$ cat src/rtl/jesd204b_tpl_framer.sv
// jesd204b_tpl_framer
// JESD204B transport-layer framer. Packs one frame (SAMPLES samples per
// converter) per beat into LANES lane words, with control-bit insertion,
// tail padding, dummy-converter zero fill, ramp / checkerboard test patterns
// and multiframe position tracking. Two-stage valid/ready pipeline:
// S1 packs the accepted beat, S2 is the output register.
//
// Ports
//   clk           frame clock, rising edge
//   rst_n         asynchronous active-low reset
//   tx_datain     samples, conv c / sample s at [(c*S+s)*N +: N]
//   tx_ctrlin     control bits, same indexing with width CS
//   tx_mode       00 normal, 01 ramp, 10 checkerboard, 11 normal
//   in_valid      input beat valid
//   in_ready      framer can accept a beat
//   mf_clear      synchronous clear of the multiframe frame counter
//   tx_dataout    lane l at [l*LANE_W +: LANE_W]
//   out_valid     tx_dataout holds a frame
//   out_ready     downstream accepts the frame
//   out_somf      current output frame is first of a multiframe
//   out_frame_cnt frame index within the multiframe
//
// CONTROL must be at least 1 (a zero-width control port is not legal).

module jesd204b_tpl_framer #(
   parameter int LANES         = 4,
   parameter int CONVERTERS    = 8,
   parameter int RESOLUTION    = 11,
   parameter int CONTROL       = 2,
   parameter int SAMPLE_SIZE   = 16,
   parameter int SAMPLES       = 1,
   parameter int FRAMES_PER_MF = 32,
   localparam int CONV_PAD = ((CONVERTERS + LANES - 1) / LANES) * LANES,
   localparam int CPL      = CONV_PAD / LANES,
   localparam int LANE_W   = SAMPLES * SAMPLE_SIZE * CPL,
   localparam int FRAME_W  = LANES * LANE_W
) (
   input  logic                                     clk,
   input  logic                                     rst_n,
   input  logic [SAMPLES*CONVERTERS*RESOLUTION-1:0] tx_datain,
   input  logic [SAMPLES*CONVERTERS*CONTROL-1:0]    tx_ctrlin,
   input  logic [1:0]                               tx_mode,
   input  logic                                     in_valid,
   output logic                                     in_ready,
   input  logic                                     mf_clear,
   output logic [FRAME_W-1:0]                       tx_dataout,
   output logic                                     out_valid,
   input  logic                                     out_ready,
   output logic                                     out_somf,
   output logic [4:0]                               out_frame_cnt
);

   localparam int PAD_BITS = SAMPLE_SIZE - RESOLUTION - CONTROL;

   logic                  s1_v_q, s1_v_d;
   logic                  s2_v_q, s2_v_d;
   logic [FRAME_W-1:0]    s1_data_q, s1_data_d;
   logic [FRAME_W-1:0]    s2_data_q, s2_data_d;
   logic [RESOLUTION-1:0] ramp_q, ramp_d;
   logic                  parity_q, parity_d;
   logic [4:0]            frame_cnt_q, frame_cnt_d;

   logic                  accept;
   logic                  s2_adv;
   logic [FRAME_W-1:0]    frame_pack;
   logic [RESOLUTION-1:0] smp_data;
   logic [CONTROL-1:0]    smp_ctrl;
   logic [SAMPLE_SIZE-1:0] smp_word;

   assign s2_adv   = ~s2_v_q | out_ready;
   assign in_ready = rst_n & (~s1_v_q | ~s2_v_q | out_ready);
   assign accept   = in_valid & in_ready;

   // Frame packing from the live inputs; the result is captured into S1 on accept,
   // so the mode and pattern state are effectively sampled with the beat.
   always_comb begin
      frame_pack = '0;
      smp_data   = '0;
      smp_ctrl   = '0;
      smp_word   = '0;
      for (int c = 0; c < CONV_PAD; c++) begin
         for (int s = 0; s < SAMPLES; s++) begin
            smp_word = '0;
            if (c < CONVERTERS) begin
               if (tx_mode == 2'b01) begin
                  smp_data = ramp_q;
                  smp_ctrl = '0;
               end else begin
                  smp_data = tx_datain[(c*SAMPLES+s)*RESOLUTION +: RESOLUTION];
                  smp_ctrl = tx_ctrlin[(c*SAMPLES+s)*CONTROL +: CONTROL];
               end
               smp_word = SAMPLE_SIZE'({smp_data, smp_ctrl}) << PAD_BITS;
            end
            // Lowest converter / sample 0 sits at the lane MSB.
            frame_pack[(c/CPL)*LANE_W + LANE_W - (((c%CPL)*SAMPLES + s) + 1)*SAMPLE_SIZE
                       +: SAMPLE_SIZE] = smp_word;
         end
      end
      if (tx_mode == 2'b10) begin
         for (int b = 0; b < FRAME_W; b++) begin
            frame_pack[b] = parity_q ? ((b % 2) == 1) : ((b % 2) == 0);
         end
      end
   end

   always_comb begin
      s1_v_d      = s1_v_q;
      s1_data_d   = s1_data_q;
      s2_v_d      = s2_v_q;
      s2_data_d   = s2_data_q;
      ramp_d      = ramp_q;
      parity_d    = parity_q;
      frame_cnt_d = frame_cnt_q;

      if (s2_adv) begin
         s2_v_d = s1_v_q;
         if (s1_v_q) begin
            s2_data_d = s1_data_q;
         end
      end

      if (accept) begin
         s1_v_d    = 1'b1;
         s1_data_d = frame_pack;
         ramp_d    = (tx_mode == 2'b01) ? ramp_q + 1'b1 : '0;
         parity_d  = (tx_mode == 2'b10) ? ~parity_q : 1'b0;
      end else if (s2_adv) begin
         s1_v_d = 1'b0;
      end

      // Clear wins over a same-cycle increment; pipeline contents are untouched.
      if (mf_clear) begin
         frame_cnt_d = '0;
      end else if (s2_v_q & out_ready) begin
         frame_cnt_d = (frame_cnt_q == 5'(FRAMES_PER_MF - 1)) ? 5'd0 : frame_cnt_q + 5'd1;
      end
   end

   always_ff @(posedge clk or negedge rst_n) begin
      if (!rst_n) begin
         s1_v_q      <= 1'b0;
         s2_v_q      <= 1'b0;
         s1_data_q   <= '0;
         s2_data_q   <= '0;
         ramp_q      <= '0;
         parity_q    <= 1'b0;
         frame_cnt_q <= '0;
      end else begin
         s1_v_q      <= s1_v_d;
         s2_v_q      <= s2_v_d;
         s1_data_q   <= s1_data_d;
         s2_data_q   <= s2_data_d;
         ramp_q      <= ramp_d;
         parity_q    <= parity_d;
         frame_cnt_q <= frame_cnt_d;
      end
   end

   assign tx_dataout    = s2_data_q;
   assign out_valid     = s2_v_q;
   assign out_frame_cnt = frame_cnt_q;
   assign out_somf      = (frame_cnt_q == 5'd0);

endmodule

$ cat config.mk
export PLATFORM = sky130hd
export DESIGN_NAME = jesd204b_tpl_framer
export DESIGN_NICKNAME = d
export VERILOG_FILES = /design/src/rtl/jesd204b_tpl_framer.sv
export SDC_FILE = /design/constraint.sdc
export NUM_CORES = 1
export LEC_CHECK = 0
export CAP_MARGIN = 20
export CELL_PAD_IN_SITES_DETAIL_PLACEMENT = 0
export CELL_PAD_IN_SITES_GLOBAL_PLACEMENT = 1
export CORE_MARGIN = 1
export CORE_UTILIZATION = 41
export CTS_CLUSTER_DIAMETER = 60
export CTS_CLUSTER_SIZE = 12
export DETAILED_ROUTE_END_ITERATION = 6
export PLACE_DENSITY_LB_ADDON = 0.1
export SYNTH_ARGS = -nofsm -noshare
export SYNTH_HDL_FRONTEND = slang
export SYNTH_SLANG_ARGS = --single-unit
export TNS_END_PERCENT = 50
$ cat constraint.sdc
create_clock -name clk -period 4.5 [get_ports clk]
set_clock_uncertainty 0.1 [all_clocks]
set_input_delay 0.9 -clock clk [delete_from_list [all_inputs] [get_ports clk]]
set_output_delay 0.9 -clock clk [all_outputs]
set_load 0.05 [all_outputs]
Word-level counts from Yosys, hierarchy flattened. Index checks and enable logic that the tools add are counted.

Eq/ne operators: 3. Bitwise logic cells: 9. Mux-type cells: 26. Reduce and logical (&&, ||, !) cells: 4. $add $sub $neg: 2.

Operators with widths (count): 2-to-1 mux 128 bit (1); 2-to-1 mux 11 bit (9); 2-to-1 mux 2 bit (8); 2-to-1 mux 5 bit (3); adder 11 x 1 -> 11 bit, second input constant (1); adder 5 x 1 -> 5 bit, second input constant (1); equality test 5 bit, second input constant (1); zero test 5 bit (1); 2-to-1 mux 1 bit (5); nonzero test 2 bit (2); bitwise AND 1 bit (3); inverter 1 bit (3); OR 1 bit (3); equality test 2 x 1 -> 1 bit, second input constant (1); equality test 2 bit, second input constant (1); AND reduction 2 bit (1).

Word-level logic and storage cells: 51. Register bits: 275. Input port bits: 111. Output and inout port bits: 136.

Logic depth before layout (Yosys ltp). Gate-level depths: netlist of the first run.

Depth in word-level cells: 6. Depth in mapped cells: 6. Gate-level depth less buffers: 6.

Least setup slack after synthesis of the first run. OpenSTA, ideal clock, no wires.

Path type: register -> output. Start: register frame_cnt_q[0], in the netlist out_frame_cnt[0]. End: output out_somf. Arrival: 2450 ps. Path slack: 1050 ps. Stages on the path, launching flop included: 4. Data required time: 3500 ps. Path buffers: 0. Cell sequence: dfrtp_1 -> inv_1 -> ha_1 -> nor4b_1.

Longest elaborated chain between the ends: 1.

Ends and longest elaborated chain: from (decl) (RTL line 61) `logic [4:0] frame_cnt_q, frame_cnt_d;`; from (signal assigned) (RTL line 155) `frame_cnt_q <= frame_cnt_d;`; zero test 5 bit (RTL line 162) `assign out_somf = (frame_cnt_q == 5'd0);`; to (decl) (RTL line 49) `output logic out_somf,`.

Every way passes these cells.

Worst setup path after layout of the first run.
Start: input out_ready. End: output in_ready.

Longest elaborated chain between the ends: 2.

Ends and longest elaborated chain: from (decl) (RTL line 48) `input logic out_ready,`; OR 1 bit (RTL line 71) `assign in_ready = rst_n & (~s1_v_q | ~s2_v_q | out_ready);`; bitwise AND 1 bit (RTL line 71); to (decl) (RTL line 44) `output logic in_ready,`.

Every way passes these cells.

==> out/results.txt, run 1 <==
FF+latch count, synth: 230
CP Data Arrival Time: 2.55 ns
Int Power: 4.53 mW
Die X: 155 um
simple-gate share of the synthesized area: 0.0995
antenna violations before repair: 0
PD cells: 580 mW/mm^2
GR Util met3: 0.0655
largest family of logic cells by synthesized area: multiplexers
Max VDD drop: 0.302 mV
CTS sink count: 230
row count: 55
via count of the routed design: 6804
kind of critical path: input pin to output port
CTS tree: built
Largest stage delay, worst path: 0.79 ns
H-tree levels: 1
Power, Total: 7.41 mW
GRT overflow: 0
clock power share: 0.222
Lkg Pwr: 5.43 nW
Final Cycle Share: 0.790
Hold Slack: 0.157 ns
CTS resizes: 0
pre-CTS WS: 0.962 ns
CP startpoint kind: input pin
most common cell after layout, fill and taps aside: clkdlybuf4s50_1
final-report hold violation count: 0
fin. max-slew vios: 0
Syn Area/Cell: 11.6 sq um
Final setup viols: 0
most frequent CP cell: clkdlybuf4s50_1
CP Max Fanout: 5
number of port buffers: 246
final setup TNS: 0 ns
Routed Antenna Nets: 0
CP required: 3.50 ns
# hold bufs at CTS: 0
Sw Ratio: 0.389
delay-heaviest family, CP: buffers and inverters
Initial Util: 0.421
register area share after synthesis: 0.600
largest net degree at the start of global routing: 105
Global Route met1 Usage: 0.281
Synth Instances: 828
Primary FF master, synth: dfrtp_1
crit path cell chain: clkdlybuf4s50_1 -> nand3b_4 -> and2_1 -> clkdlybuf4s50_1
HPWL after detailed placement: 15700 um
drt drc: 0
area growth from synthesis to layout: 33.1%
vias per cell: 5.04
Initial DRC Count: 275
Synth Cell Area: 0.00959 sq mm
fin crit period: 3.55 ns
combinational share of power: 0.398
clk root buf: clkbuf_16
MaxCap Viol Count: 0
XOR/XNOR share of the synthesized area: 0.00170
# diodes: 0
Mapped Nets: 943
DIE AREA: 0.0240 sq mm
yosys warns: 0
multiplexer share of the synthesized area: 0.124
worst min-delay path class: input pin to async pin
FFs w/ async S/R, synth: 1.00
RePlAce Congestion: 0.736
Post-CTS Setup Bufs: 0
vias in the first global route: 6952
Synth Area in Compound Gates: 0.120
clk slew on worst S/H paths: 0.06 ns
gr usage total: 0.208
IO Pins: 247
Flop pwr share: 0.380
Clk Latency, worst-skew pair: 0.50 ns
share of layout cells above drive strength 1: 0.158
EDFF count, synth: 0
NumNets Final: 1151
Adder-Cell Fraction of Synth Area: 0.00522
Sw Pwr: 2.88 mW
fmax: 0.281 GHz
RSZ-0062 raised after global routing: false
worst setup slack after layout: 0.945 ns
Detailed Routing Iterations Pass 1: 4
routed wire length: 24300 um
most frequent cells in the layout: 245 x clkdlybuf4s50_1, 230 x dfrtp_1, 118 x nand2_1
Synth cell types: 42
status: finished clean
M2 GR Usage: 0.328
WL per Instance: 18.0 um
Slowest-stage cell, CP: clkdlybuf4s50_1
GR peak layer: met2
first-pass GRT wire length: 39100 um
Core Region: 0.0228 sq mm
WP buf/inv: 2
TritonCTS Buffers: 23
Max Buffers Root-to-Sink: 3
die height: 155 um
measured slew at the worst slew-check pin: 0.808 ns
Slew HR: 0.461
Worst Setup End Kind: output port
==> layer usage <==
layer  vias up  routed length [um]
li1       3257                   -
met1      3315               10900
met2       207               11100
met3        25                1940
met4         0                 376
met5         -                   0
==> layout make-up <==
cell class	instances	area, sq um
clock buffer	25	583
timing repair buffer	259	2620
inverter	2	7.51
fill	2022	10000
multi-input combinational	520	3400
tap	313	392
clock inverter	2	12.5
sequential	230	5760
==> through the flow <==
stage / area, sq um / utilization / instances
finish: 12800 / 0.561 / 1351
global route: 12800 / 0.561 / 1351
CTS: 12700 / 0.560 / 1350
detailed placement: 12100 / 0.533 / 1323
global placement: 12100 / 0.533 / 1323
floorplan: 9590 / - / 828
==> cell usage after synthesis, types with 2 or more instances <==
library cell / instances / area share
dfrtp_1: 230 / 0.60
nand2_1: 119 / 0.047
mux2_2: 106 / 0.12
nor2_1: 61 / 0.024
a31oi_1: 60 / 0.039
o21ai_0: 55 / 0.029
a21oi_1: 53 / 0.028
buf_4: 31 / 0.024
buf_2: 28 / 0.015
clkbuf_1: 12 / 0.0047
nand3_1: 7 / 0.0037
o21ai_1: 7 / 0.0037
a21oi_4: 6 / 0.010
a21o_1: 5 / 0.0039
and3_1: 5 / 0.0033
ha_1: 4 / 0.0052
o31ai_1: 4 / 0.0031
nand2b_1: 3 / 0.0020
nor3_1: 3 / 0.0016
a21o_2: 2 / 0.0018
and2_1: 2 / 0.0013
buf_6: 2 / 0.0023
inv_1: 2 / 0.00078
nand4_1: 2 / 0.0013
nor3b_1: 2 / 0.0016
==> registers in the layout (all words and copies together), names as in the netlist <==
name / flops
s1_v_q: 1
out_valid: 1
out_frame_cnt: 5
ramp_q: 11
s1_data_q: 106
tx_dataout: 106
==> path summary, 6_finish.rpt <==
kind,from,to,slack (ns),cells past startpoint
max in group asynchronous,rst_n,tx_dataout[73]$_DFFE_PN0P_,2.35,3
min in group clk,s1_data_q[47]$_DFFE_PN0P_,s1_data_q[47]$_DFFE_PN0P_,0.37,2
max,out_ready,in_ready,0.95,4
min reg2reg,s1_data_q[47]$_DFFE_PN0P_,s1_data_q[47]$_DFFE_PN0P_,0.37,2
max reg2reg,out_valid$_DFFE_PN0P_,s1_data_q[75]$_DFFE_PN0P_,2.44,5
min,rst_n,s1_data_q[116]$_DFFE_PN0P_,0.16,1
==> cells by family (layout without fill, tap and decap cells) <==
kind of cell               count (synthesis)  count (layout)
DFF                                      230             230
and+or+nand+nor                          215             215
AOI/OAI and AO/OA                        194             194
muxes                                    106             106
buffers and inverters                     78             288
adders and majority gates                  4               4
xor gates and xnor gates                   1               1
==> power by group through the flow <==
stage | Sequential [mW] | Clock (mW) | Combinational (mW)
final | 2.82 | 1.64 | 2.95
after global routing | 2.89 | 1.78 | 3.09
after CTS | 2.82 | 1.71 | 2.97
after detailed placement | 2.86 | 0 | 2.96
after global placement | 2.83 | 0 | 2.95
after floorplan | 3.97 | 0 | 0.794
(Power assumes the default switching activity.)
==> run 2: changes to the inputs <==
--- a/config.mk
+++ b/config.mk
@@ -9,7 +9,7 @@
 export CELL_PAD_IN_SITES_DETAIL_PLACEMENT = 0
 export CELL_PAD_IN_SITES_GLOBAL_PLACEMENT = 1
 export CORE_MARGIN = 1
-export CORE_UTILIZATION = 41
+export CORE_UTILIZATION = 34
 export CTS_CLUSTER_DIAMETER = 60
 export CTS_CLUSTER_SIZE = 12
 export DETAILED_ROUTE_END_ITERATION = 6
==> constraint.sdc (replaced) <==
create_clock -name clk -period 3.1 [get_ports clk]
set_clock_uncertainty 0.1 [all_clocks]
set_input_delay 0.62 -clock clk [delete_from_list [all_inputs] [get_ports clk]]
set_output_delay 0.62 -clock clk [all_outputs]
set_load 0.05 [all_outputs]
==> out/results.txt, run 2 (same netlist as run 1, synthesis figures left out) <==
status: finished clean (unchanged)
worst setup slack after layout: 0.154 ns (was 0.945 ns)
Initial Util: 0.345 (was 0.421)
CP required: 2.38 ns (was 3.50 ns)
Final Util: 0.475 (was 0.561)
clk root buf: clkbuf_16 (unchanged)
final setup TNS: 0 ns (unchanged)
MaxCap Viol Count: 0 (unchanged)
clk slew on worst S/H paths: 0.06 ns (about the same)
first-pass GRT wire length: 40200 um (was 39100 um)
DIE AREA: 0.0289 sq mm (was 0.0240 sq mm)
reg-to-reg endpoint: out_frame_cnt[2]$_DFFE_PN0P_ (was s1_data_q[75]$_DFFE_PN0P_)
worst min-delay path class: register to register (was input pin to async pin)
final-report hold violation count: 0 (unchanged)
Initial DRC Count: 439 (was 275)
Die X: 170 um (was 155 um)
worst r2r path cells: 5 (unchanged)
H-tree levels: 1 (unchanged)
NumNets Final: 1161 (was 1151)
CP startpoint kind: register (was input pin)
TritonCTS Buffers: 27 (was 23)
WL per Instance: 18.2 um (was 18.0 um)
CTS sink count: 230 (unchanged)
via count of the routed design: 6913 (was 6804)
PD cells: 865 mW/mm^2 (was 580 mW/mm^2)
Slew HR: 0.517 (was 0.461)
FF-to-FF setup slack: 1.09 ns (was 2.44 ns)
fin. max-slew vios: 0 (unchanged)
r2r startpoint: out_frame_cnt[0]$_DFFE_PN0P_ (was out_valid$_DFFE_PN0P_)
CP Data Arrival Time: 2.23 ns (was 2.55 ns)
Max VDD drop: 0.548 mV (was 0.302 mV)
GRT overflow: 0 (unchanged)
drt drc: 0 (unchanged)
Min-Delay Endpoint: s1_data_q[52]$_DFFE_PN0P_
kind of critical path: register to output port (was input pin to output port)
vias in the first global route: 6693 (was 6952)
fin crit period: 2.95 ns
antenna violations before repair: 1 (was 0)
CTS resizes: 0 (unchanged)
Max Buffers Root-to-Sink: 3 (unchanged)
RSZ-0062 raised after global routing: false (unchanged)
Routed Antenna Nets: 0 (unchanged)
placed insts: 1394 (was 1323)
Non-Filler Instances: 1440 (was 1351)
Core Region: 0.0278 sq mm (was 0.0228 sq mm)
Post-DP Area: 0.0124 sq mm (was 0.0121 sq mm)
Clk Latency, worst-skew pair: 0.53 ns (was 0.50 ns)
most common cell after layout, fill and taps aside: clkdlybuf4s50_1 (unchanged)
Lkg Pwr: 5.61 nW (was 5.43 nW)
Final Cycle Share: 0.950
IO Pins: 247 (unchanged)
RePlAce Congestion: 0.727 (was 0.736)
row count: 61 (was 55)
gr usage total: 0.181 (was 0.208)
fin area: 0.0132 sq mm (was 0.0128 sq mm)
vias per cell: 4.80 (was 5.04)
measured slew at the worst slew-check pin: 0.725 ns (was 0.808 ns)
die height: 170 um (was 155 um)
HPWL after detailed placement: 17000 um (was 15700 um)
Final setup viols: 0 (unchanged)
CP Max Fanout: 7 (was 5)
Detailed Routing Iterations Pass 1: 6 (was 4)
Hold Path Depth: 2
Worst Setup End Kind: output port (unchanged)
Hold Crit Start: s1_data_q[52]$_DFFE_PN0P_
most frequent cells in the layout: 244 x clkdlybuf4s50_1, 230 x dfrtp_1, 118 x nand2_1 (was 245 x clkdlybuf4s50_1, 230 x dfrtp_1, 118 x nand2_1)
CTS tree: built (unchanged)
largest net degree at the start of global routing: 120 (was 105)
pre-CTS WS: 0.416 ns (was 0.962 ns)
number of port buffers: 246 (unchanged)
area growth from synthesis to layout: 37.6% (was 33.1%)
share of layout cells above drive strength 1: 0.176 (was 0.158)
routed wire length: 26100 um (was 24300 um)
fmax: 0.339 GHz
==> run 2: cell types whose count changed in the layout (fill, tap and decap cells not counted), sizes merged <==
cell,delta
buf,+6
diode,+1
inv,+4
clkbuf,+9
clkdlybuf4s50,-1
clkinv,+3
bufinv,+1
dlygate4sd3,+1
==> run 2: worst max-delay path by stage <==
stage | from | to | slack (ns)
after floorplan | out_frame_cnt[0]$_DFFE_PN0P_ | out_somf | 0.64
after global placement | tx_mode[0] | s1_data_q[69]$_DFFE_PN0P_ | 0.49
after detailed placement | tx_mode[0] | s1_data_q[101]$_DFFE_PN0P_ | 0.42
after CTS | out_frame_cnt[0]$_DFFE_PN0P_ | out_somf | 0.13
after global routing | out_frame_cnt[0]$_DFFE_PN0P_ | out_somf | 0.06
final | out_frame_cnt[0]$_DFFE_PN0P_ | out_somf | 0.15
==> run 2: power breakdown <==
part / switching (mW) / total [mW] / internal [mW] / leakage (nW)
registers: 0.374 / 4.09 / 3.71 / 2.81
logic: 2.74 / 4.31 / 1.56 / 2.39
clock network: 1.26 / 3.03 / 1.77 / 0.415
==> run 2: layer usage <==
metal  GRT usage  routed length (um)
met5           0                  14
met4      0.0376                 452
met3      0.0521                1920
met2       0.282               11900
met1       0.248               11800
==> run 2: timing repair <==
item	in CTS	in global routing
endpoints found under the setup margin	0	0
hold endpoints to repair	10	0
setup buffers	0	0
hold buffers	1	0
==> run 2: stage by stage <==
| step | power [mW] | hold slack, ns |
|---|---|---|
| 2_1_floorplan | 6.92 | 0.224 |
| 3_3_place_gp | 8.45 | 0.352 |
| 3_5_place_dp | 8.49 | 0.352 |
| 4_1_cts | 11.6 | 0.380 |
| 5_1_grt | 11.9 | 0.399 |
| 6_report | 11.4 | 0.373 |
==> run 2: layout make-up <==
class | count | area, sq um
Timing Repair Buffer | 265 | 2720
Tap cell | 378 | 473
Clock inverter | 10 | 95.1
Multi-Input combinational cell | 520 | 3410
Fill cell | 2624 | 14600
Inverter | 2 | 7.51
Clock buffer | 34 | 742
Sequential cell | 230 | 5760
Antenna cell | 1 | 2.50
==> run 2: worst max-delay path: stages, from the launching register on <==
cell	delay (ns)
dfrtp_1	0.46
inv_1	0.09
ha_1	0.13
nor4b_2	0.18
clkdlybuf4s50_1	0.84
==> run 3: changes to the inputs <==
--- a/config.mk
+++ b/config.mk
@@ -9,10 +9,11 @@
 export CELL_PAD_IN_SITES_DETAIL_PLACEMENT = 0
 export CELL_PAD_IN_SITES_GLOBAL_PLACEMENT = 1
 export CORE_MARGIN = 1
-export CORE_UTILIZATION = 34
+export CORE_UTILIZATION = 44
 export CTS_CLUSTER_DIAMETER = 60
 export CTS_CLUSTER_SIZE = 12
 export DETAILED_ROUTE_END_ITERATION = 6
+export DONT_BUFFER_PORTS = 1
 export PLACE_DENSITY_LB_ADDON = 0.1
 export SYNTH_ARGS = -nofsm -noshare
 export SYNTH_HDL_FRONTEND = slang
==> out/results.txt, run 3 (same netlist as run 1, synthesis figures left out) <==
status: finished, violations left (was finished clean)
failing checks: hold timing
CP required: 2.38 ns (about the same)
MaxCap Viol Count: 0 (unchanged)
Non-Filler Instances: 1068 (was 1440)
Post-CTS Setup Bufs: 0 (unchanged)
drt drc: 0 (unchanged)
RePlAce Congestion: 0.789 (was 0.727)
measured slew at the worst slew-check pin: 1.11 ns (was 0.725 ns)
# diodes: 0 (was 1)
r2r startpoint: out_frame_cnt[0]$_DFFE_PN0P_ (unchanged)
vias in the first global route: 6003 (was 6693)
clk root buf: clkbuf_16 (unchanged)
Post-DP Area: 0.00971 sq mm (was 0.0124 sq mm)
share of layout cells above drive strength 1: 0.212 (was 0.176)
GRT overflow: 0 (unchanged)
reg-to-reg endpoint: out_frame_cnt[2]$_DFFE_PN0P_ (unchanged)
Initial Util: 0.452 (was 0.345)
Clk Latency, worst-skew pair: 0.50 ns (was 0.53 ns)
fin. max-slew vios: 0 (unchanged)
final setup TNS: 0 ns (unchanged)
PD cells: 928 mW/mm^2 (was 865 mW/mm^2)
CP Data Arrival Time: 1.93 ns (was 2.23 ns)
area growth from synthesis to layout: 7.51% (was 37.6%)
CP startpoint kind: register (unchanged)
die height: 150 um (was 170 um)
Routed Antenna Nets: 0 (unchanged)
largest net degree at the start of global routing: 235 (was 120)
Final Util: 0.486 (was 0.475)
CTS resizes: 0 (unchanged)
CP Max Fanout: 7 (unchanged)
row count: 53 (was 61)
worst setup slack after layout: 0.453 ns (was 0.154 ns)
antenna violations before repair: 0 (was 1)
Max VDD drop: 0.384 mV (was 0.548 mV)
Final Cycle Share: 0.854 (was 0.950)
vias per cell: 5.64 (was 4.80)
Max Buffers Root-to-Sink: 3 (unchanged)
Power, Total: 9.58 mW (was 11.4 mW)
HPWL after detailed placement: 14200 um (was 17000 um)
Detailed Routing Iterations Pass 1: 5 (was 6)
Lkg Pwr: 4.51 nW (was 5.61 nW)
Core Region: 0.0212 sq mm (was 0.0278 sq mm)
IO Pins: 247 (unchanged)
Final setup viols: 0 (unchanged)
clk slew on worst S/H paths: 0.06 ns (about the same)
via count of the routed design: 6027 (was 6913)
Initial DRC Count: 225 (was 439)
worst r2r path cells: 5 (unchanged)
pre-CTS WS: 0.854 ns (was 0.416 ns)
WL per Instance: 21.2 um (was 18.2 um)
DIE AREA: 0.0224 sq mm (was 0.0289 sq mm)
TritonCTS Buffers: 23 (was 27)
routed wire length: 22700 um (was 26100 um)
Die X: 150 um (was 170 um)
Slew HR: 0.262 (was 0.517)
first-pass GRT wire length: 34700 um (was 40200 um)
final-report hold violation count: 230 (was 0)
most common cell after layout, fill and taps aside: dfrtp_1 (was clkdlybuf4s50_1)
CTS tree: built (unchanged)
fin crit period: 2.65 ns (was 2.95 ns)
placed insts: 1041 (was 1394)
RSZ-0062 raised after global routing: false (unchanged)
Worst Setup End Kind: output port (unchanged)
FILL cells: 1941 (was 2624)
kind of critical path: register to output port (unchanged)
Hold Slack: -0.281 ns (was 0.373 ns)
FF-to-FF setup slack: 0.84 ns (was 1.09 ns)
worst min-delay path class: input pin to async pin (was register to register)
number of port buffers: 0 (was 246)
fmax: 0.378 GHz (was 0.339 GHz)
gr usage total: 0.201 (was 0.181)
NumNets Final: 906 (was 1161)
CTS sink count: 230 (unchanged)
fin area: 0.0103 sq mm (was 0.0132 sq mm)
most frequent cells in the layout: 228 x dfrtp_1, 118 x nand2_1, 106 x mux2_2 (was 244 x clkdlybuf4s50_1, 230 x dfrtp_1, 118 x nand2_1)
H-tree levels: 1 (unchanged)
## run 3: layout make-up
class	instances	area, sq um	area share
clock buffer	25	593	0.0575
tap	275	344	0.0334
inverter	2	7.51	0.000728
sequential	230	5760	0.559
timing repair buffer	14	188	0.0182
clock inverter	2	12.5	0.00121
multi-input combinational	520	3410	0.330
## run 3: power breakdown
part           internal (mW)  total [mW]  switching [mW]
sequential              3.68        5.96            2.28
combinational          0.582        1.21           0.627
clock                   1.34        2.41            1.07
total                   5.60        9.58            3.97
## run 3: critical path, cell delays in order (launching register included)
cell and delay (ns):
dfrtp_1 0.74, inv_1 0.10, ha_1 0.22, nor4b_2 0.15
buf_4 0.22
## run 3: metal layers
metal	vias up	GRT usage	wire length [um]
li1	2778	-	-
met1	3009	0.261	9300
met2	213	0.321	10600
met3	27	0.0710	2220
met4	0	0.0495	498
met5	-	0	0
## run 3: how the worst max path moves through the flow
stage,slack [ns],startpoint,to
finish,0.45,out_frame_cnt[0]$_DFFE_PN0P_,out_somf
global placement,0.90,out_frame_cnt[0]$_DFFE_PN0P_,out_frame_cnt[2]$_DFFE_PN0P_
global route,0.34,out_frame_cnt[0]$_DFFE_PN0P_,out_somf
CTS,0.42,out_frame_cnt[0]$_DFFE_PN0P_,out_somf
detailed placement,0.85,out_frame_cnt[0]$_DFFE_PN0P_,out_frame_cnt[2]$_DFFE_PN0P_
floorplan,0.64,out_frame_cnt[0]$_DFFE_PN0P_,out_somf
